--- config.mk ---
export PLATFORM = sky130hd
export DESIGN_NAME = db_load_responder_flat
export DESIGN_NICKNAME = d
export VERILOG_FILES = /design/src/rtl/db_load_responder_if.sv /design/src/rtl/db_load_responder.sv /design/src/flat_wrapper.sv
export SDC_FILE = /design/constraint.sdc
export NUM_CORES = 2
export LEC_CHECK = 0
export BUFFER_PORTS_ARGS = -buffer_cell sky130_fd_sc_hd__buf_2
export CORE_AREA = 2 2 432 434
export DETAILED_ROUTE_END_ITERATION = 6
export DIE_AREA = 0 0 434 436
export HOLD_SLACK_MARGIN = 0.02
export MAX_ROUTING_LAYER = met4
export PLACE_DENSITY_LB_ADDON = 0.05
export SLEW_MARGIN = 20
export SYNTH_ARGS = -nofsm -noshare
export SYNTH_HDL_FRONTEND = slang
export SYNTH_SLANG_ARGS = --single-unit
--- constraint.sdc ---
create_clock -name clk -period 2.2 [get_ports clk]
set_input_delay 0.66 -clock clk [delete_from_list [all_inputs] [get_ports clk]]
set_output_delay 0.66 -clock clk [all_outputs]
set_load 0.01 [all_outputs]
--- src/rtl/db_load_responder_if.sv ---
// Request/memory-side bundle for the database chunk load responder.
// The slave modport is the responder's view; master is the requester/memory side.
interface db_load_responder_if #(
    parameter int ADDR_W = 32,
    parameter int DATA_W = 512
);
    logic              load;
    logic [ADDR_W-1:0] outAddress;
    logic              stop;
    logic              loadDone;
    logic              dataValid;
    logic [DATA_W-1:0] inDB;
    logic              oorErr;
    logic              memRdReq;
    logic [ADDR_W-1:0] memRdAddr;
    logic              memRdAck;
    logic              memRdValid;
    logic [DATA_W-1:0] memRdData;
    logic [16:0]       reqCount;

    modport slave (
        input  load, outAddress, stop, memRdAck, memRdValid, memRdData,
        output loadDone, dataValid, inDB, oorErr, memRdReq, memRdAddr, reqCount
    );

    modport master (
        output load, outAddress, stop, memRdAck, memRdValid, memRdData,
        input  loadDone, dataValid, inDB, oorErr, memRdReq, memRdAddr, reqCount
    );
endinterface

--- src/rtl/db_load_responder.sv ---
// Turns each chunk load request into a single 512-bit memory read and hands the
// chunk back to the requester: loadDone first, dataValid with the data afterwards.
// Out-of-range indices are answered with a zero chunk and oorErr, without a read.
module db_load_responder #(
    parameter int                ADDR_W    = 32,
    parameter int                DATA_W    = 512,
    parameter logic [ADDR_W-1:0] BASE_ADDR = {ADDR_W{1'b0}},
    parameter int                DB_WORDS  = 131072
) (
    input  logic                 clk,
    input  logic                 rst,
    db_load_responder_if.slave   bus
);

    localparam logic [1:0] ST_IDLE    = 2'd0;
    localparam logic [1:0] ST_REQ     = 2'd1;
    localparam logic [1:0] ST_WAIT    = 2'd2;
    localparam logic [1:0] ST_DELIVER = 2'd3;

    // One extra bit so a DB_WORDS equal to 2**ADDR_W still compares correctly.
    localparam logic [ADDR_W:0] DB_LIMIT = (ADDR_W+1)'(DB_WORDS);

    logic [1:0]        state_q,      state_d;
    logic              load_done_q,  load_done_d;
    logic              data_valid_q, data_valid_d;
    logic              oor_err_q,    oor_err_d;
    logic              mem_rd_req_q, mem_rd_req_d;
    logic [ADDR_W-1:0] mem_rd_addr_q, mem_rd_addr_d;
    logic [DATA_W-1:0] in_db_q,      in_db_d;
    logic [16:0]       req_count_q,  req_count_d;
    // Data captured when ack and valid coincide; published one cycle later.
    logic [DATA_W-1:0] buf_q,        buf_d;
    // Remembers that the pending delivery is an out-of-range answer.
    logic              oor_q,        oor_d;

    logic              in_range_s;
    logic [ADDR_W-1:0] chunk_addr_s;

    assign in_range_s   = ({1'b0, bus.outAddress} < DB_LIMIT);
    assign chunk_addr_s = BASE_ADDR + {bus.outAddress[ADDR_W-7:0], 6'b000000};

    // Next-state and output computation; stop overrides every state.
    always_comb begin
        state_d       = state_q;
        load_done_d   = 1'b0;
        data_valid_d  = 1'b0;
        oor_err_d     = 1'b0;
        mem_rd_req_d  = mem_rd_req_q;
        mem_rd_addr_d = mem_rd_addr_q;
        in_db_d       = in_db_q;
        req_count_d   = req_count_q;
        buf_d         = buf_q;
        oor_d         = oor_q;
        if (bus.stop) begin
            state_d      = ST_IDLE;
            mem_rd_req_d = 1'b0;
        end else begin
            case (state_q)
                ST_IDLE: begin
                    if (bus.load) begin
                        if (in_range_s) begin
                            state_d       = ST_REQ;
                            mem_rd_addr_d = chunk_addr_s;
                            mem_rd_req_d  = 1'b1;
                            oor_d         = 1'b0;
                        end else begin
                            state_d     = ST_DELIVER;
                            load_done_d = 1'b1;
                            oor_d       = 1'b1;
                        end
                    end else begin
                        state_d = ST_IDLE;
                    end
                end
                ST_REQ: begin
                    if (bus.memRdAck) begin
                        mem_rd_req_d = 1'b0;
                        load_done_d  = 1'b1;
                        if (bus.memRdValid) begin
                            buf_d   = bus.memRdData;
                            oor_d   = 1'b0;
                            state_d = ST_DELIVER;
                        end else begin
                            state_d = ST_WAIT;
                        end
                    end else begin
                        state_d = ST_REQ;
                    end
                end
                ST_WAIT: begin
                    if (bus.memRdValid) begin
                        in_db_d      = bus.memRdData;
                        data_valid_d = 1'b1;
                        req_count_d  = req_count_q + 17'd1;
                        state_d      = ST_IDLE;
                    end else begin
                        state_d = ST_WAIT;
                    end
                end
                ST_DELIVER: begin
                    data_valid_d = 1'b1;
                    oor_err_d    = oor_q;
                    in_db_d      = oor_q ? {DATA_W{1'b0}} : buf_q;
                    req_count_d  = req_count_q + 17'd1;
                    state_d      = ST_IDLE;
                end
                default: begin
                    state_d      = ST_IDLE;
                    mem_rd_req_d = 1'b0;
                end
            endcase
        end
    end

    // State and output registers; reset clears everything immediately.
    always_ff @(posedge clk or negedge rst) begin
        if (!rst) begin
            state_q       <= ST_IDLE;
            load_done_q   <= 1'b0;
            data_valid_q  <= 1'b0;
            oor_err_q     <= 1'b0;
            mem_rd_req_q  <= 1'b0;
            mem_rd_addr_q <= {ADDR_W{1'b0}};
            in_db_q       <= {DATA_W{1'b0}};
            req_count_q   <= 17'd0;
            buf_q         <= {DATA_W{1'b0}};
            oor_q         <= 1'b0;
        end else begin
            state_q       <= state_d;
            load_done_q   <= load_done_d;
            data_valid_q  <= data_valid_d;
            oor_err_q     <= oor_err_d;
            mem_rd_req_q  <= mem_rd_req_d;
            mem_rd_addr_q <= mem_rd_addr_d;
            in_db_q       <= in_db_d;
            req_count_q   <= req_count_d;
            buf_q         <= buf_d;
            oor_q         <= oor_d;
        end
    end

    assign bus.loadDone  = load_done_q;
    assign bus.dataValid = data_valid_q;
    assign bus.oorErr    = oor_err_q;
    assign bus.memRdReq  = mem_rd_req_q;
    assign bus.memRdAddr = mem_rd_addr_q;
    assign bus.inDB      = in_db_q;
    assign bus.reqCount  = req_count_q;

endmodule
--- src/flat_wrapper.sv ---
// flat-port wrapper written by rule: the top's interface ports become plain ports
module db_load_responder_flat 
#(
    parameter int                ADDR_W    = 32,
    parameter int                DATA_W    = 512,
    parameter logic [ADDR_W-1:0] BASE_ADDR = {ADDR_W{1'b0}},
    parameter int                DB_WORDS  = 131072
)
  (clk, rst, bus_load, bus_outAddress, bus_stop, bus_memRdAck, bus_memRdValid, bus_memRdData, bus_loadDone, bus_dataValid, bus_inDB, bus_oorErr, bus_memRdReq, bus_memRdAddr, bus_reqCount);
  db_load_responder_if #(.ADDR_W(ADDR_W), .DATA_W(DATA_W)) bus_i ();
  input  logic clk;
  input  logic rst;
  input wire logic [$bits(bus_i.load)-1:0] bus_load;
  input wire logic [$bits(bus_i.outAddress)-1:0] bus_outAddress;
  input wire logic [$bits(bus_i.stop)-1:0] bus_stop;
  input wire logic [$bits(bus_i.memRdAck)-1:0] bus_memRdAck;
  input wire logic [$bits(bus_i.memRdValid)-1:0] bus_memRdValid;
  input wire logic [$bits(bus_i.memRdData)-1:0] bus_memRdData;
  output wire logic [$bits(bus_i.loadDone)-1:0] bus_loadDone;
  output wire logic [$bits(bus_i.dataValid)-1:0] bus_dataValid;
  output wire logic [$bits(bus_i.inDB)-1:0] bus_inDB;
  output wire logic [$bits(bus_i.oorErr)-1:0] bus_oorErr;
  output wire logic [$bits(bus_i.memRdReq)-1:0] bus_memRdReq;
  output wire logic [$bits(bus_i.memRdAddr)-1:0] bus_memRdAddr;
  output wire logic [$bits(bus_i.reqCount)-1:0] bus_reqCount;
  assign bus_i.load = bus_load;
  assign bus_i.outAddress = bus_outAddress;
  assign bus_i.stop = bus_stop;
  assign bus_i.memRdAck = bus_memRdAck;
  assign bus_i.memRdValid = bus_memRdValid;
  assign bus_i.memRdData = bus_memRdData;
  assign bus_loadDone = bus_i.loadDone;
  assign bus_dataValid = bus_i.dataValid;
  assign bus_inDB = bus_i.inDB;
  assign bus_oorErr = bus_i.oorErr;
  assign bus_memRdReq = bus_i.memRdReq;
  assign bus_memRdAddr = bus_i.memRdAddr;
  assign bus_reqCount = bus_i.reqCount;
  db_load_responder #(.ADDR_W(ADDR_W), .DATA_W(DATA_W), .BASE_ADDR(BASE_ADDR), .DB_WORDS(DB_WORDS)) u_core (.clk(clk), .rst(rst), .bus(bus_i));
endmodule
# After elaboration in Yosys (flattened, before gate mapping)
# Cells that the tools add are included.
totals:
  regBits: 1074
  input_bits: 550
  word_cells: 63
op_classes:
  add_sub_neg: 1
  magnitude_cmp: 1
  n_eq_ne: 10
  n_mux: 31
  bitwise_logic: 1
  n_reduce_logical: 9
ops:
  columns: ["op", "n"]
  rows:
  - ["512-bit 2-to-1 mux", 2]
  - ["512-bit case mux with 2 select lines", 1]
  - ["17-bit case mux with 2 select lines", 1]
  - ["32-bit by 18-bit < comparator with 1-bit output, second input constant", 1]
  - ["17-bit by 1-bit adder with 17-bit output, second input constant", 1]
  - ["17-bit 2-to-1 mux", 1]
  - ["1-bit 2-to-1 mux", 16]
  - ["4-bit AND reduction", 3]
  - ["2-bit 2-to-1 mux", 5]
  - ["2-bit != test, second input constant", 4]
  - ["1-bit case mux with 2 select lines", 4]
  - ["2-bit case mux with 4 select lines", 1]
  - ["3-bit != test, second input constant", 2]
  - ["5-bit AND reduction", 1]
  - ["2-bit == test, second input constant", 2]
  - ["2-bit nonzero test", 2]
  - ["3-bit by 2-bit != test with 1-bit output, second input constant", 1]
  - ["3-bit AND reduction", 1]
  - ["3-bit nonzero test", 1]
  - ["2-bit by 1-bit == test with 1-bit output, second input constant", 1]
  - ["2-bit logical NOT", 1]
  - ["1-bit inverter", 1]

# Longest topological paths before layout
depth:
  ltp_word: 5
  mapped_depth: 9

# Least setup slack after synthesis
# OpenSTA, ideal clock, no wires.
synth_path:
  path_type: "input -> register"
  start: "input port bus_outAddress[30]"
  end: "register u_core.mem_rd_addr_q[22] (netlist: u_core.bus.memRdAddr[22])"
  setup_time_ns: 0.125
  arrival_ns: 2.049
  setup_slack_ns: 0.026
  stages: 5
  path_buffers: 1
  cell_sequence: "nor4_1 > nand4_1 > nor2_2 > clkbuf_1 > mux2_2"
synth_between:
  elab_chain_cells: 2
synth_lines:
  columns: ["element", "line", "rtl"]
  rows:
  - ["start: declaration", "flat_wrapper.sv:14", "input wire logic [$bits(bus_i.outAddress)-1:0] bus_outAddress;"]
  - ["32-bit by 18-bit < comparator with 1-bit output", "db_load_responder.sv:39", "assign in_range_s = ({1'b0, bus.outAddress} < DB_LIMIT);"]
  - ["4-bit AND reduction (no line)", null, null]
  - ["end signal: assignment", "db_load_responder.sv:123", "mem_rd_addr_q <= {ADDR_W{1'b0}};"]
  - ["end signal: assignment", "db_load_responder.sv:134", "mem_rd_addr_q <= mem_rd_addr_d;"]
  - ["end: declaration", "db_load_responder.sv:28", "logic [ADDR_W-1:0] mem_rd_addr_q, mem_rd_addr_d;"]
# No other way between the ends.
# A chain may end at the register's enable or synchronous reset.

# Worst setup path in the final report
layout_path:
  start: "register u_core.req_count_q[12] (netlist: u_core.bus.reqCount[12])"
  end: "output port bus_reqCount[12]"
layout_lines:
  columns: ["element", "line", "rtl"]
  rows:
  - ["start: declaration", "db_load_responder.sv:30", "logic [16:0] req_count_q, req_count_d;"]
  - ["start signal: assignment", "db_load_responder.sv:136", "req_count_q <= req_count_d;"]
  - ["end: declaration", "flat_wrapper.sv:25", "output wire logic [$bits(bus_i.reqCount)-1:0] bus_reqCount;"]
# No word-level cell between the ends.

==> Implementation_results.wiki <==
{| class="wikitable"
! Metric !! Value
|-
| Total of warnings raised by yosys || 0
|-
| Number of antenna-violating nets in the routed design || 0
|-
| Ports || 1115
|-
| Setup repair after global routing missed its margin || false
|-
| Worst rel slew slack || 0.657
|-
| Result of the run || finished, final reports clean
|-
| Number of detailed-route iterations in the first pass || 5
|-
| Congestion Overflow GR || 0
|-
| Worst reg2reg endpoint || u_core.bus.inDB[440]
|-
| Die area || 189000 um2
|-
| Count of H-tree levels built during CTS || 4
|-
| Fillcell total || 19.2k
|-
| Number of failing setup endpoints in the final timing report || 0
|-
| Initial antenna violation count || 102
|-
| Initial core utilization || 0.248
|-
| Maximum single-stage delay on the critical path || 0.42 ns
|-
| Nature of the critical path endpoint || output port
|-
| Hold Crit Start || bus_outAddress[4]
|-
| Postcts setup bufs || 0
|-
| Share of power burned in combinational logic || 0.244
|-
| Internal power contribution || 0.0480 W
|-
| Clock-pin slew of the registers on the worst-case setup and hold paths || 0.06 ns
|-
| Area of all placed cells without fillers || 60900 um2
|-
| Worst R2R Start || u_core.state_q[1]
|-
| Final routed wire length divided by cell count || 22.5 um
|-
| Switching power || 0.0223 W
|-
| Worst Hold Path Cells || 2
|-
| Worst setup skew after layout || 0.0203 ns
|-
| Placer's final routability congestion estimate || 0.809
|-
| First-pass GRT wire length || 258000 um
|-
| Die boundary height || 436 um
|-
| Post-route clock period utilization || 0.958
|-
| Power density over cell area || 1160 nW/um2
|-
| P_leak || 28.5 nW
|-
| Measured slew at the worst slew-check pin || 0.514 ns
|-
| Gate count after technology mapping || 4093
|-
| Signal arrival time at the worst endpoint || 1.45 ns
|-
| CTS tree || done
|-
| Share of final-layout standard cells stronger than drive strength 1 || 0.391
|-
| IR drop worst, VDD || 0.680 mV
|-
| Root Driver || sky130_fd_sc_hd__clkbuf_16
|-
| Number of remaining DRC errors || 0
|-
| Upper clock frequency limit || 0.475 GHz
|-
| DP Area || 56100 um2
|-
| Total CTS buffers || 140
|-
| Highest-delay cell along the critical path || sky130_fd_sc_hd__dfrtp_1
|-
| Per-cell via count in the routed design || 4.47
|-
| Clk buf depth || 3
|-
| Total half-perimeter wirelength after legalization and detailed placement || 132000 um
|-
| Skew-Pair Late Insertion Delay || 0.77 ns
|-
| Total number of vias || 35.2k
|-
| Largest family of logic cells by synthesized area || simple AND/OR/NAND/NOR gates
|-
| Proportion of synthesized chip area in sequential cells || 0.587
|-
| Die width || 434 um
|-
| CP Buf/Inv Count || 1
|-
| Post-synthesis mux area share || 0.130
|-
| Sw frac || 0.317
|-
| Most frequent cells in the layout || sky130_fd_sc_hd__buf_2 (1101), sky130_fd_sc_hd__dfrtp_1 (1073), sky130_fd_sc_hd__mux2_2 (529)
|-
| Per-instance average area after synthesis || 11.2 um2
|-
| Sequential fraction of design power || 0.427
|-
| Min-Delay Path Class || primary input to flop
|-
| Adder and majority cell fraction of the synthesized area || 0.000274
|-
| Post-synthesis share of cell area spent on and, or, nand and nor gates || 0.134
|-
| Classification of the worst setup path || flop to output port
|-
| Signed area change from the synthesized netlist to the final layout || 33.1%
|-
| Pwr Total || 0.0704 W
|-
| Top post-synthesis cells by area || sky130_fd_sc_hd__dfrtp_1 (59%), sky130_fd_sc_hd__mux2_2 (13%), sky130_fd_sc_hd__nor3b_1 (8.4%), sky130_fd_sc_hd__a21oi_1 (5.6%), sky130_fd_sc_hd__o21ai_0 (5.6%)
|-
| Nets || 5783
|-
| Vias in the first global route || 35.8k
|-
| Post-Synth XOR/XNOR Area || 0.00306
|-
| Final hold viol count || 0
|-
| Maximum fanout encountered on the critical timing path || 5
|-
| Number of standard-cell rows in the floorplan || 158
|-
| Endpoint with the worst hold slack || u_core.bus.memRdAddr[10]
|-
| Violation count after the first detailed-routing iteration || 1564
|-
| Sink count of the clock tree || 1074
|-
| CP startpoint kind || flop
|-
| Number of input and output port buffers inserted || 1108
|-
| Post-route minimum period || 2.11 ns
|-
| Core Box Area || 185000 um2
|-
| Worst reg-to-reg path cell count || 7
|-
| Synth unique cells || 34
|-
| Top cell type by total area after synthesis || sky130_fd_sc_hd__dfrtp_1
|-
| Synthesized-area fraction occupied by ao, oa, aoi and oai cells || 0.114
|-
| Syn Std Cell Area || 45700 um2
|-
| Worst-path cell chain || buf_2
|-
| Final max-slew violation count || 0
|-
| Largest net degree at the start of global routing || 98
|-
| Part of the power in the clock network || 0.329
|-
| Register-to-register setup slack || 0.31 ns
|-
| Global-route total usage across every layer || 0.190
|-
| Number of maximum-capacitance constraint violations || 0
|-
| Required arrival time at the worst endpoint || 1.54 ns
|-
| Seq cells post-synth || 1074
|-
| Fraction of post-synthesis cell area in the top cell type by area || 0.587
|-
| Routed wire length || 177000 um
|-
| Most common cell after layout, fill and taps aside || sky130_fd_sc_hd__buf_2
|-
| Cell class contributing the biggest share of worst-path delay || flip-flops
|}
## synthesized netlist by cell type
master                      instances
sky130_fd_sc_hd__nand4_1            5
sky130_fd_sc_hd__nand3_1            3
sky130_fd_sc_hd__o21ai_0          513
sky130_fd_sc_hd__nor2_2             3
sky130_fd_sc_hd__nor2b_1            8
sky130_fd_sc_hd__a2bb2oi_1          1
sky130_fd_sc_hd__clkbuf_1         246
sky130_fd_sc_hd__buf_4              7
sky130_fd_sc_hd__buf_2             81
sky130_fd_sc_hd__o2111ai_1          1
sky130_fd_sc_hd__nor3_1             5
sky130_fd_sc_hd__nor2_1             3
sky130_fd_sc_hd__and2b_1            2
sky130_fd_sc_hd__nand2b_1           2
sky130_fd_sc_hd__xor2_1             8
sky130_fd_sc_hd__nand2_1          527
sky130_fd_sc_hd__a21oi_1          514
sky130_fd_sc_hd__o21ai_2            1
sky130_fd_sc_hd__conb_1             1
sky130_fd_sc_hd__inv_1              4
sky130_fd_sc_hd__and3_1             2
sky130_fd_sc_hd__and4_1             1
sky130_fd_sc_hd__dfrtp_1         1074
sky130_fd_sc_hd__buf_1             15
sky130_fd_sc_hd__nor3b_1          513
sky130_fd_sc_hd__nor4_1             8
sky130_fd_sc_hd__a211oi_1           1
sky130_fd_sc_hd__or4_4              1
sky130_fd_sc_hd__mux2_2           529
sky130_fd_sc_hd__ha_1               1
sky130_fd_sc_hd__a21boi_0           1
sky130_fd_sc_hd__xnor2_1            8
sky130_fd_sc_hd__o221a_2            1
sky130_fd_sc_hd__nand3b_1           3
## worst max path at each step
stage | end | slack (ns) | from | depth (start not counted)
2_1_floorplan | u_core.bus.memRdAddr[22] | 0.03 | bus_outAddress[30] | 5
3_3_place_gp | u_core.bus.memRdAddr[22] | -0.45 | bus_outAddress[21] | 7
3_5_place_dp | u_core.bus.memRdAddr[16] | -0.47 | bus_outAddress[27] | 7
4_1_cts | bus_reqCount[0] | 0.0006 | u_core.bus.reqCount[0] | 1
5_1_grt | bus_reqCount[4] | 0.01 | u_core.bus.reqCount[4] | 1
6_report | bus_reqCount[12] | 0.09 | u_core.bus.reqCount[12] | 1
## what timing repair did
item / CTS / global route
gates resized for setup: 6 / 0
setup endpoints to repair: 6 / 0
endpoints found under the hold margin: 126 / 0
hold buffers: 1 / 0
## power by group through the flow
stage                     registers [W]  logic, W  clock network [W]
after floorplan                  0.0309   0.00737                  0
after global placement           0.0303    0.0175                  0
after detailed placement         0.0304    0.0177                  0
after CTS                        0.0302    0.0177             0.0240
after global routing             0.0309    0.0190             0.0249
final                            0.0301    0.0172             0.0231
## registers in the layout, indices dropped and copies added (netlist names)
register / count
u_core.buf_q: 512
u_core.bus.dataValid: 1
u_core.bus.inDB: 512
u_core.bus.loadDone: 1
u_core.bus.memRdAddr: 26
u_core.bus.memRdReq: 1
u_core.bus.oorErr: 1
u_core.bus.reqCount: 17
u_core.oor_q: 1
u_core.state_q: 2
## routing by layer
layer / track usage / part of all wire / vias up / wire, um
li1: - / - / 16731 / -
met1: 0.218 / 0.40 / 17326 / 71300
met2: 0.321 / 0.50 / 839 / 88700
met3: 0.0524 / 0.064 / 321 / 11400
met4: 0.0591 / 0.033 / 0 / 5850
met5: - / 0 / - / 0
## cell type report
class / count / area, um2 / area share
inverters: 4 / 15.0 / 0.000247
diodes: 52 / 130 / 0.00214
clock buffers: 225 / 4340 / 0.0713
repair buffers: 1341 / 8690 / 0.143
clock inverters: 30 / 270 / 0.00444
flip-flops and latches: 1074 / 26900 / 0.441
multi-input cells: 2671 / 17500 / 0.287
well taps: 2480 / 3100 / 0.0510
## kinds of logic (layout without fill, tap and decap cells)
kind of cell | Yosys count | in the layout
AO/OA/AOI/OAI | 1033 | 1033
XOR/XNOR | 16 | 16
adder cells (fa/ha/maj) | 1 | 1
buffers and inverters | 353 | 1600
flip-flops | 1074 | 1074
multiplexers | 529 | 529
other | 1 | 58
AND/OR/NAND/NOR | 1086 | 1086
## per-stage QoR
| stage | TNS, ns | std cells | util | hold slack, ns | worst slack [ns] |
|---|---|---|---|---|---|
| after CTS | 0 | 7825 | 0.329 | 0.0296 | 0.000601 |
| after detailed placement | -13.75 | 7569 | 0.304 | 0.461 | -0.471 |
| after global placement | -13.46 | 7569 | 0.304 | 0.456 | -0.448 |
| after floorplan | 0 | 4098 | - | 0.364 | 0.0260 |
| after global routing | 0 | 7871 | 0.330 | 0.0520 | 0.0108 |
| final | 0 | 7877 | 0.330 | 0.115 | 0.0934 |
No activity file was read; power rests on OpenSTA's default activity.
